$ cat src/rtl/mem_arb_pkg.sv
// Shared encodings for the instruction/data RAM port arbiter: data-port opcodes,
// arbiter FSM states and grant sources.
package mem_arb_pkg;

  typedef enum logic [1:0] {
    OP_NONE  = 2'd0,
    OP_STORE = 2'd1,
    OP_LOAD  = 2'd2,
    OP_RSVD  = 2'd3
  } mem_op_e;

  typedef enum logic [1:0] {
    ST_IDLE  = 2'd0,
    ST_ISSUE = 2'd1,
    ST_WAIT  = 2'd2,
    ST_RESP  = 2'd3
  } arb_state_e;

  typedef enum logic {
    GRANT_FETCH = 1'b0,
    GRANT_DATA  = 1'b1
  } grant_e;

  // Wide enough for RAM_LAT-1 over the supported latency range 1..7.
  localparam int LAT_CNT_W = 3;

endpackage

$ cat src/rtl/mem_port_arbiter.sv
// Shares one single-port RAM between the CPU fetch port and data port, one access
// in flight, with latched operands and a single ack pulse per access.
//
// state | meaning
// IDLE  | arbitrate fetch vs data, latch operands of the winner
// ISSUE | drive RAM_EN (and RAM_WE for stores) for one cycle
// WAIT  | count down remaining RAM read latency
// RESP  | capture read data / finish store, then back to IDLE
module mem_port_arbiter
  import mem_arb_pkg::*;
#(
  parameter int AW      = 16,
  parameter int RAM_LAT = 1
) (
  input  logic          CLK,
  input  logic          RST,
  input  logic          FETCH_REQ,
  input  logic [31:0]   ADDR,
  output logic [31:0]   MEM_INST,
  output logic          MEM_INST_ENB,
  input  logic [1:0]    MEM_OP,
  input  logic [15:0]   MEM_ADDR,
  input  logic [31:0]   MEM_STORE,
  output logic [31:0]   MEM_LOAD,
  output logic          READ_READY,
  output logic          MEM_WRITEENABLE,
  output logic          STORE_DONE,
  output logic          RAM_EN,
  output logic          RAM_WE,
  output logic [AW-1:0] RAM_ADDR,
  output logic [31:0]   RAM_WDATA,
  input  logic [31:0]   RAM_RDATA
);

  localparam logic [LAT_CNT_W-1:0] LAT_LOAD = LAT_CNT_W'(RAM_LAT - 1);

  arb_state_e           state_q, state_d;
  grant_e               last_grant_q, src_q;
  logic                 is_store_q;
  logic [AW-1:0]        addr_q;
  logic [31:0]          wdata_q;
  logic [LAT_CNT_W-1:0] cnt_q;

  logic        data_req, ack_busy, grant_data, grant_fetch;
  logic [31:0] mem_addr_ext;
  logic        unused_bits;

  assign mem_addr_ext = {16'b0, MEM_ADDR};
  assign unused_bits  = ^{ADDR, mem_addr_ext};
  assign data_req     = (MEM_OP == OP_STORE) || (MEM_OP == OP_LOAD);
  // A read ack is pulsed while already back in IDLE; the acked requester is still
  // high that cycle, so arbitration waits one cycle to avoid re-granting it.
  assign ack_busy     = MEM_INST_ENB | READ_READY;

  always_comb begin
    grant_data  = 1'b0;
    grant_fetch = 1'b0;
    if (state_q == ST_IDLE && !ack_busy) begin
      if (data_req && !(last_grant_q == GRANT_DATA && FETCH_REQ)) grant_data = 1'b1;
      else if (FETCH_REQ)                                         grant_fetch = 1'b1;
    end
  end

  always_ff @(posedge CLK or posedge RST) begin
    if (RST) state_q <= ST_IDLE;
    else     state_q <= state_d;
  end

  always_comb begin
    state_d = state_q;
    case (state_q)
      ST_IDLE:  if (grant_data || grant_fetch) state_d = ST_ISSUE;
      ST_ISSUE: state_d = (is_store_q || cnt_q == '0) ? ST_RESP : ST_WAIT;
      ST_WAIT:  if (cnt_q == '0) state_d = ST_RESP;
      ST_RESP:  state_d = ST_IDLE;
      default:  state_d = ST_IDLE;
    endcase
  end

  always_comb begin
    RAM_EN = (state_q == ST_ISSUE);
    RAM_WE = (state_q == ST_ISSUE) && is_store_q;
  end

  assign RAM_ADDR  = addr_q;
  assign RAM_WDATA = wdata_q;

  always_ff @(posedge CLK or posedge RST) begin
    if (RST) begin
      last_grant_q    <= GRANT_FETCH;
      src_q           <= GRANT_FETCH;
      is_store_q      <= 1'b0;
      addr_q          <= '0;
      wdata_q         <= '0;
      cnt_q           <= '0;
      MEM_INST        <= '0;
      MEM_LOAD        <= '0;
      MEM_INST_ENB    <= 1'b0;
      READ_READY      <= 1'b0;
      MEM_WRITEENABLE <= 1'b0;
      STORE_DONE      <= 1'b0;
    end else begin
      MEM_INST_ENB    <= 1'b0;
      READ_READY      <= 1'b0;
      MEM_WRITEENABLE <= 1'b0;
      STORE_DONE      <= 1'b0;

      if (grant_data) begin
        last_grant_q <= GRANT_DATA;
        src_q        <= GRANT_DATA;
        is_store_q   <= (MEM_OP == OP_STORE);
        addr_q       <= mem_addr_ext[AW-1:0];
        wdata_q      <= MEM_STORE;
        cnt_q        <= LAT_LOAD;
      end else if (grant_fetch) begin
        last_grant_q <= GRANT_FETCH;
        src_q        <= GRANT_FETCH;
        is_store_q   <= 1'b0;
        addr_q       <= ADDR[AW-1:0];
        cnt_q        <= LAT_LOAD;
      end

      if ((state_q == ST_ISSUE || state_q == ST_WAIT) && cnt_q != '0)
        cnt_q <= cnt_q - LAT_CNT_W'(1);

      // Store commits at the RAM on the ISSUE edge, so its ack lands in RESP.
      if (state_q == ST_ISSUE && is_store_q)
        STORE_DONE <= 1'b1;

      if (state_q == ST_RESP && !is_store_q) begin
        if (src_q == GRANT_FETCH) begin
          MEM_INST     <= RAM_RDATA;
          MEM_INST_ENB <= 1'b1;
        end else begin
          MEM_LOAD        <= RAM_RDATA;
          READ_READY      <= 1'b1;
          MEM_WRITEENABLE <= 1'b1;
        end
      end
    end
  end

endmodule

$ cat config.mk
export PLATFORM = sky130hd
export DESIGN_NAME = mem_port_arbiter
export DESIGN_NICKNAME = d
export VERILOG_FILES = /design/src/rtl/mem_arb_pkg.sv /design/src/rtl/mem_port_arbiter.sv
export SDC_FILE = /design/constraint.sdc
export NUM_CORES = 1
export LEC_CHECK = 0
export BUFFER_PORTS_ARGS = -buffer_cell sky130_fd_sc_hd__buf_2
export CAP_MARGIN = 15
export CORE_MARGIN = 2
export CORE_UTILIZATION = 50
export CTS_BUF_LIST = sky130_fd_sc_hd__clkbuf_16
export CTS_CLUSTER_DIAMETER = 80
export CTS_CLUSTER_SIZE = 14
export DETAILED_ROUTE_END_ITERATION = 7
export PLACE_DENSITY = 0.85
export SLEW_MARGIN = 5
export SYNTH_ARGS = -nofsm -noshare
export SYNTH_HDL_FRONTEND = slang
export SYNTH_SLANG_ARGS = --single-unit
$ cat constraint.sdc
create_clock -name CLK -period 8.8 [get_ports CLK]
set_input_delay 0.44 -clock CLK [delete_from_list [all_inputs] [get_ports CLK]]
set_output_delay 0.44 -clock CLK [all_outputs]
set_load 0.01 [all_outputs]
==> key figures, run 1 <==
STA
  • TNS Setup: 0 ns
  • Fin Clk Skew: 0.0129 ns
  • Endpoints failing hold: 0
  • Final min period: 2.36 ns
  • Fmax: 423 MHz
  • Setup Viol. Count Final: 0
  • Worst-margin pin slew: 1.09 ns
  • Fin crit share: 0.269
  • Final Max Tran Viols: 0
  • Rel. slew slack: 0.272
  • RSZ-0062 raised after global routing: no
  • Worst hold slack: 0.0253 ns

Route
  • Via density: 4.93
  • Drt total wl: 11.8 mm
  • Detailed Routing Iterations Pass 1: 5
  • DR vias: 3765
  • DRC: 0
  • Wire length per cell: 15.4 µm
  • Starting DRT DRC Count: 182
  • Antenna Nets Post-Route: 0

Place
  • PortBufs: 218
  • GPL Wtd Cong: 0.818
  • DP Wirelength: 8.32 mm

Global routing
  • Initial antenna violation count: 0
  • Gr ovfl total: 0
  • Vias in the first global route: 3897
  • GRT Util Overall: 0.227
  • Largest net degree at the start of global routing: 91
  • First-pass GRT wire length: 19.1 mm

Finish
  • Fillcell total: 712
  • Area Overhead vs Synth: 37.0%
  • Final nets: 741
  • Layout cell share with drive strength beyond 1: 0.511
  • N_diodes: 0

Clock network
  • H-tree depth: 4
  • Worst-Skew Late Latency: 0.41 ns
  • CTS buffer count: 17
  • Post-CTS setup buffer count: 0
  • Clk slew on worst S/H paths: 0.05 ns
  • Hold_buf cts: 0
  • Post-cts resize count: 0
  • Clock Sinks: 122
  • Clk root buf: clkbuf_16
  • Clk buf depth: 2
  • CTS tree: done

Setup path
  • Worst Path Arrival: 2.65 ns
  • Worst path bufs/invs: 0
  • Worst path slowest cell: a21oi_4
  • Crit-path max cell delay: 0.65 ns
  • Critical path capture point type: flop
  • Crit start category: flop
  • Worst Path Max Fanout: 34
  • Worst r2r src: src_q
  • CP Class: reg -> reg
  • Crit path from: src_q
  • Critical path, cell by cell: a21oi_4 > nand3_4 > mux2_4
  • Critical Path RT: 9.09 ns
  • Crit path max-delay family: compound AO/OA/AOI/OAI gates

Floorplan
  • Total Die Area: 0.0107 mm²
  • I/O pin count: 235
  • Core area: 0.00968 mm²
  • Die H: 104 µm
  • Initial core utilization: 0.511
  • Die width: 104 µm
  • Site Rows: 36

Synthesis
  • Mapped Nets: 516
  • Yosys warnings: 0
  • #FFs+latches synth: 122
  • Mean post-synth cell area: 12.6 µm²
  • Sequential cell area fraction in the yosys report: 0.616
  • Yosys cell types: 26
  • Post-Synthesis Cells: 392
  • Synth Cell Area: 0.00495 mm²

Min path
  • HP Class: in -> async

Power
  • Worst vdd ir: 180 µV
  • Total power: 2.76 mW
  • Sw Share: 0.345
  • Clk network pwr share: 0.251
  • Logic pwr share: 0.386
  • Leakage: 3.68 nW
  • Part of the power in registers: 0.364
  • Internal: 1.81 mW
  • Pwr/cell area: 407 mW/mm²
  • Psw: 953 µW

Run status
  • Outcome: finished, final reports clean

Job
  • MaxCap Viol Count: 0
==> power by group through the flow <==
| stage | Clock, mW | Combinational, mW | Sequential (mW) |
|---|---|---|---|
| finish | 0.692 | 1.07 | 1.01 |
| detailed placement | 0 | 1.07 | 1.01 |
| global route | 0.730 | 1.17 | 1.04 |
| global placement | 0 | 1.03 | 0.989 |
| floorplan | 0 | 0.534 | 1.12 |
| CTS | 0.706 | 1.07 | 1.01 |
==> routing by layer <==
layer / wire (µm) / vias up / global-route usage / share of wire
li1: - / 1764 / - / -
met1: 4670 / 1804 / 0.263 / 0.40
met2: 6080 / 171 / 0.397 / 0.52
met3: 725 / 26 / 0.0516 / 0.062
met4: 279 / 0 / 0.114 / 0.024
met5: 0 / - / 0 / 0
==> synthesized netlist by cell type (all sizes together) <==
library cell / n / area [µm²]
a21boi: 1 / 7.51
a21oi: 1 / 16.3
a31oi: 1 / 6.26
and2: 1 / 6.26
buf: 9 / 68.8
clkbuf: 8 / 30.0
dfrtp: 122 / 3050
ha: 7 / 87.6
inv: 8 / 30.0
mux2: 65 / 837
mux2i: 16 / 160
nand2: 119 / 447
nand2b: 2 / 12.5
nand3: 4 / 32.5
nand3b: 1 / 7.51
nor2: 2 / 7.51
nor2b: 1 / 6.26
nor3b: 1 / 12.5
o211ai: 1 / 7.51
o21ai: 20 / 100
o22a: 1 / 8.76
o31ai: 1 / 7.51
==> worst paths after layout <==
| path | endpoint | slack (ns) | depth (start not counted) |
|---|---|---|---|
| setup / recovery | RAM_WDATA[27] | 6.44 | 3 |
| hold / removal | RAM_ADDR[0] | 0.03 | 2 |
| setup reg to reg | RAM_WDATA[27] | 6.44 | 3 |
| hold reg to reg | MEM_LOAD[21] | 0.47 | 2 |
| max in group asynchronous | MEM_INST[29] | 7.66 | 4 |
| min in group CLK | MEM_LOAD[24] | 0.24 | 3 |
==> state kept, by name (all words and copies together), names as in the netlist <==
| name | flops |
|---|---|
| cnt_q | 3 |
| STORE_DONE | 1 |
| MEM_WRITEENABLE | 1 |
| is_store_q | 1 |
| RAM_ADDR | 16 |
| MEM_INST_ENB | 1 |
| RAM_WDATA | 32 |
| MEM_LOAD | 32 |
| MEM_INST | 32 |
| state_q | 2 |
| src_q | 1 |
==> metrics by stage <==
stage	cell area (µm²)	instances	utilization	worst slack, ns
floorplan	4950	392	-	5.12
global placement	6140	729	0.634	6.13
detailed placement	6140	729	0.634	6.04
CTS	6740	761	0.696	6.32
global route	6780	763	0.701	6.32
finish	6780	763	0.701	6.44
==> layout by cell type (no fill, tap or decap), drive strengths merged, types with 2 or more instances in the layout <==
cell,count
o21ai,20
dfrtp,122
mux2i,16
nand2,119
ha,7
buf,223
bufinv,3
clkinv,7
nor2,2
inv,10
mux2,65
nand2b,2
nand3,4
clkbuf,17
clkinvlp,3
==> layout make-up <==
| cell class | count | area [µm²] | area share |
|---|---|---|---|
| Clock buffer | 17 | 425 | 0.0627 |
| Multi-Input combinational cell | 245 | 1780 | 0.262 |
| Inverter | 8 | 32.5 | 0.00480 |
| Clock inverter | 15 | 174 | 0.0256 |
| Tap cell | 133 | 166 | 0.0245 |
| Sequential cell | 122 | 3050 | 0.450 |
| Timing Repair Buffer | 223 | 1160 | 0.170 |
==> kinds of logic (layout without fill, tap and decap cells) <==
kind of cell / count (synthesis) / in the layout / synth area share
flops: 122 / 122 / 0.616
buf+inv: 25 / 263 / 0.0260
simple gates: 131 / 131 / 0.107
fa+ha+maj: 7 / 7 / 0.0177
compound gates: 26 / 26 / 0.0311
mux: 81 / 81 / 0.201
Note: power is estimated with default switching activity, not from simulation.
==> run 2, diff against run 1 <==
Settings changed: CORE_UTILIZATION 50 to 46, PLACE_DENSITY 0.85 to 0.79.
Clock period 8.8 ns to 2.4 ns, I/O delays scaled along.
==> key figures, run 2 (synthesized netlist as in run 1, its figures left out) <==
Run status
  • Outcome: finished, final reports clean

Power
  • Sw Share: 0.352 (+0.00681)
  • Logic pwr share: 0.396 (+0.010)
  • Internal: 6.61 mW (+260%)
  • Clk network pwr share: 0.240 (-0.011)
  • Psw: 3.58 mW (+280%)
  • Pwr/cell area: 1360 mW/mm² (+230%)
  • Part of the power in registers: 0.363 (about the same)
  • Worst vdd ir: 658 µV (+270%)
  • Leakage: 3.96 nW (+7.7%)

Floorplan
  • Initial core utilization: 0.478 (-0.0338)
  • Core area: 0.0104 mm² (+7.1%)
  • I/O pin count: 235 (unchanged)
  • Die width: 108 µm (+4.1%)
  • Total Die Area: 0.0116 mm² (+8.4%)
  • Site Rows: 37 (+2.8%)
  • Die H: 108 µm (+4.1%)

Place
  • DP Wirelength: 8.52 mm (+2.4%)
  • GPL Wtd Cong: 0.762 (-6.9%)
  • Placement Setup Slack: 0.479 ns (-5.57 ns)
  • Placed cells: 735 (+0.82%)
  • PortBufs: 218 (unchanged)

Setup path
  • Worst Path Arrival: 2.26 ns (-0.39 ns)
  • Critical path capture point type: flop
  • Crit path from: src_q
  • Worst Path Max Fanout: 16 (-53%)
  • CP Class: reg -> reg
  • Worst reg2reg path depth: 5 (+2)
  • Crit start category: flop
  • Critical Path RT: 2.66 ns (-6.43 ns)
  • Reg-to-reg slack, setup: 0.41 ns (-6.03 ns)
  • Worst r2r dst: RAM_ADDR[9]
  • Worst r2r src: src_q

Clock network
  • CTS buffer count: 17 (unchanged)
  • Clock Sinks: 122 (unchanged)
  • CTS tree: done
  • Clk root buf: clkbuf_16
  • H-tree depth: 4 (unchanged)
  • Clk slew on worst S/H paths: 0.06 ns (about the same)
  • Clk buf depth: 2 (unchanged)
  • Worst-Skew Late Latency: 0.41 ns (about the same)
  • Post-cts resize count: 0 (unchanged)

STA
  • Setup Viol. Count Final: 0 (unchanged)
  • Rel. slew slack: 0.311 (+0.0391)
  • Fmax: 502 MHz (+19%)
  • Setup WS post-layout: 0.407 ns (-6.03 ns)
  • Worst-margin pin slew: 1.03 ns (-0.0585 ns)
  • Final min period: 1.99 ns (-0.371 ns)
  • Fin Clk Skew: 0.0184 ns (+0.00556 ns)
  • TNS Setup: 0 ns (unchanged)
  • Final Max Tran Viols: 0 (unchanged)
  • Endpoints failing hold: 0 (unchanged)
  • Fin crit share: 0.831 (+0.562)
  • RSZ-0062 raised after global routing: no

Global routing
  • First-pass GRT wire length: 20.7 mm (+8.2%)
  • Largest net degree at the start of global routing: 47 (-48%)
  • GRT Util Overall: 0.234 (+0.00723)
  • Vias in the first global route: 4292 (+10%)
  • Gr ovfl total: 0 (unchanged)
  • Initial antenna violation count: 0 (unchanged)

Finish
  • Commonest non-fill, non-tap cell in the layout: buf_2
  • Layout cell share with drive strength beyond 1: 0.459 (-0.0517)
  • Area Overhead vs Synth: 51.3%
  • Most frequent cells in the layout: buf_2, dfrtp_1, nand2_1, dlygate4sd3_1, mux2_2
  • Final nets: 814 (+9.9%)
  • N_diodes: 0 (unchanged)
  • Post-Layout Cell Count: 839 (+10%)
  • Util after Layout: 0.722 (+0.0219)

Min path
  • Worst Min Path Start: ADDR[10]
  • HP Class: in -> reg
  • Hold Crit Depth: 3
  • Hold EP: RAM_ADDR[10]

Route
  • Via density: 4.86 (-1.4%)
  • DR vias: 4081 (+8.4%)
  • Antenna Nets Post-Route: 0 (unchanged)
  • Drt total wl: 13.3 mm (+13%)
  • DRC: 0 (unchanged)
  • WL met2: 7.08 mm (+16%)
  • Wire length per cell: 15.9 µm (+3.2%)
  • Top layer in use: met4
  • Detailed Routing Iterations Pass 1: 7 (+2)
  • Starting DRT DRC Count: 208 (+14%)
  • Met3 WL: 832 µm (+15%)
  • Post-Route M1 WL: 5.14 mm (+10%)

Job
  • MaxCap Viol Count: 0 (unchanged)
-- run 2: metal layers --
layer	global-route usage	up-vias
met3	0.0678	22
met5	0	-
met1	0.262	1978
met4	0.0907	0
li1	-	1906
met2	0.420	175
-- run 2: worst max-delay path: stages, from the launching register on --
cell and delay, ns:
dfrtp_1 0.47, a21oi_4 0.22, buf_4 0.31, mux2i_1 0.21
dlygate4sd3_1 0.56, o21ai_0 0.08
-- run 2: worst max-delay path by stage --
stage,to,slack [ns]
2_1_floorplan,MEM_INST[0],0.78
3_3_place_gp,RAM_WDATA[24],0.56
3_5_place_dp,RAM_WDATA[28],0.48
4_1_cts,RAM_WDATA[12],0.43
5_1_grt,RAM_ADDR[0],0.28
6_report,RAM_ADDR[9],0.41
-- run 2: what timing repair did --
action                                 CTS  global route
endpoints found under the hold margin  130             0
hold buffers                            72             0
setup buffers                            0             0
-- run 2: power groups by stage --
stage               sequential, mW  clock (mW)  combinational (mW)
floorplan                     4.10           0                1.96
global placement              3.62           0                3.77
detailed placement            3.69           0                3.95
CTS                           3.68        2.50                4.06
global route                  3.81        2.60                4.43
finish                        3.70        2.45                4.04
-- run 2: through the flow --
stage                     hold slack (ns)  instance area, µm²  power [mW]
after detailed placement            0.280                6190        7.64
after CTS                         0.00548                7490        10.2
after global routing               0.0102                7490        10.8
after global placement              0.268                6190        7.40
final                              0.0199                7490        10.2
after floorplan                     0.225                4960        6.06
-- run 2: final cells by class --
type / count / area [µm²]
Multi-Input combinational cell: 245 / 1780
Sequential cell: 122 / 3050
Timing Repair Buffer: 296 / 1880
Clock inverter: 15 / 150
Fill cell: 716 / 2880
Tap cell: 136 / 170
Inverter: 8 / 33.8
Clock buffer: 17 / 425
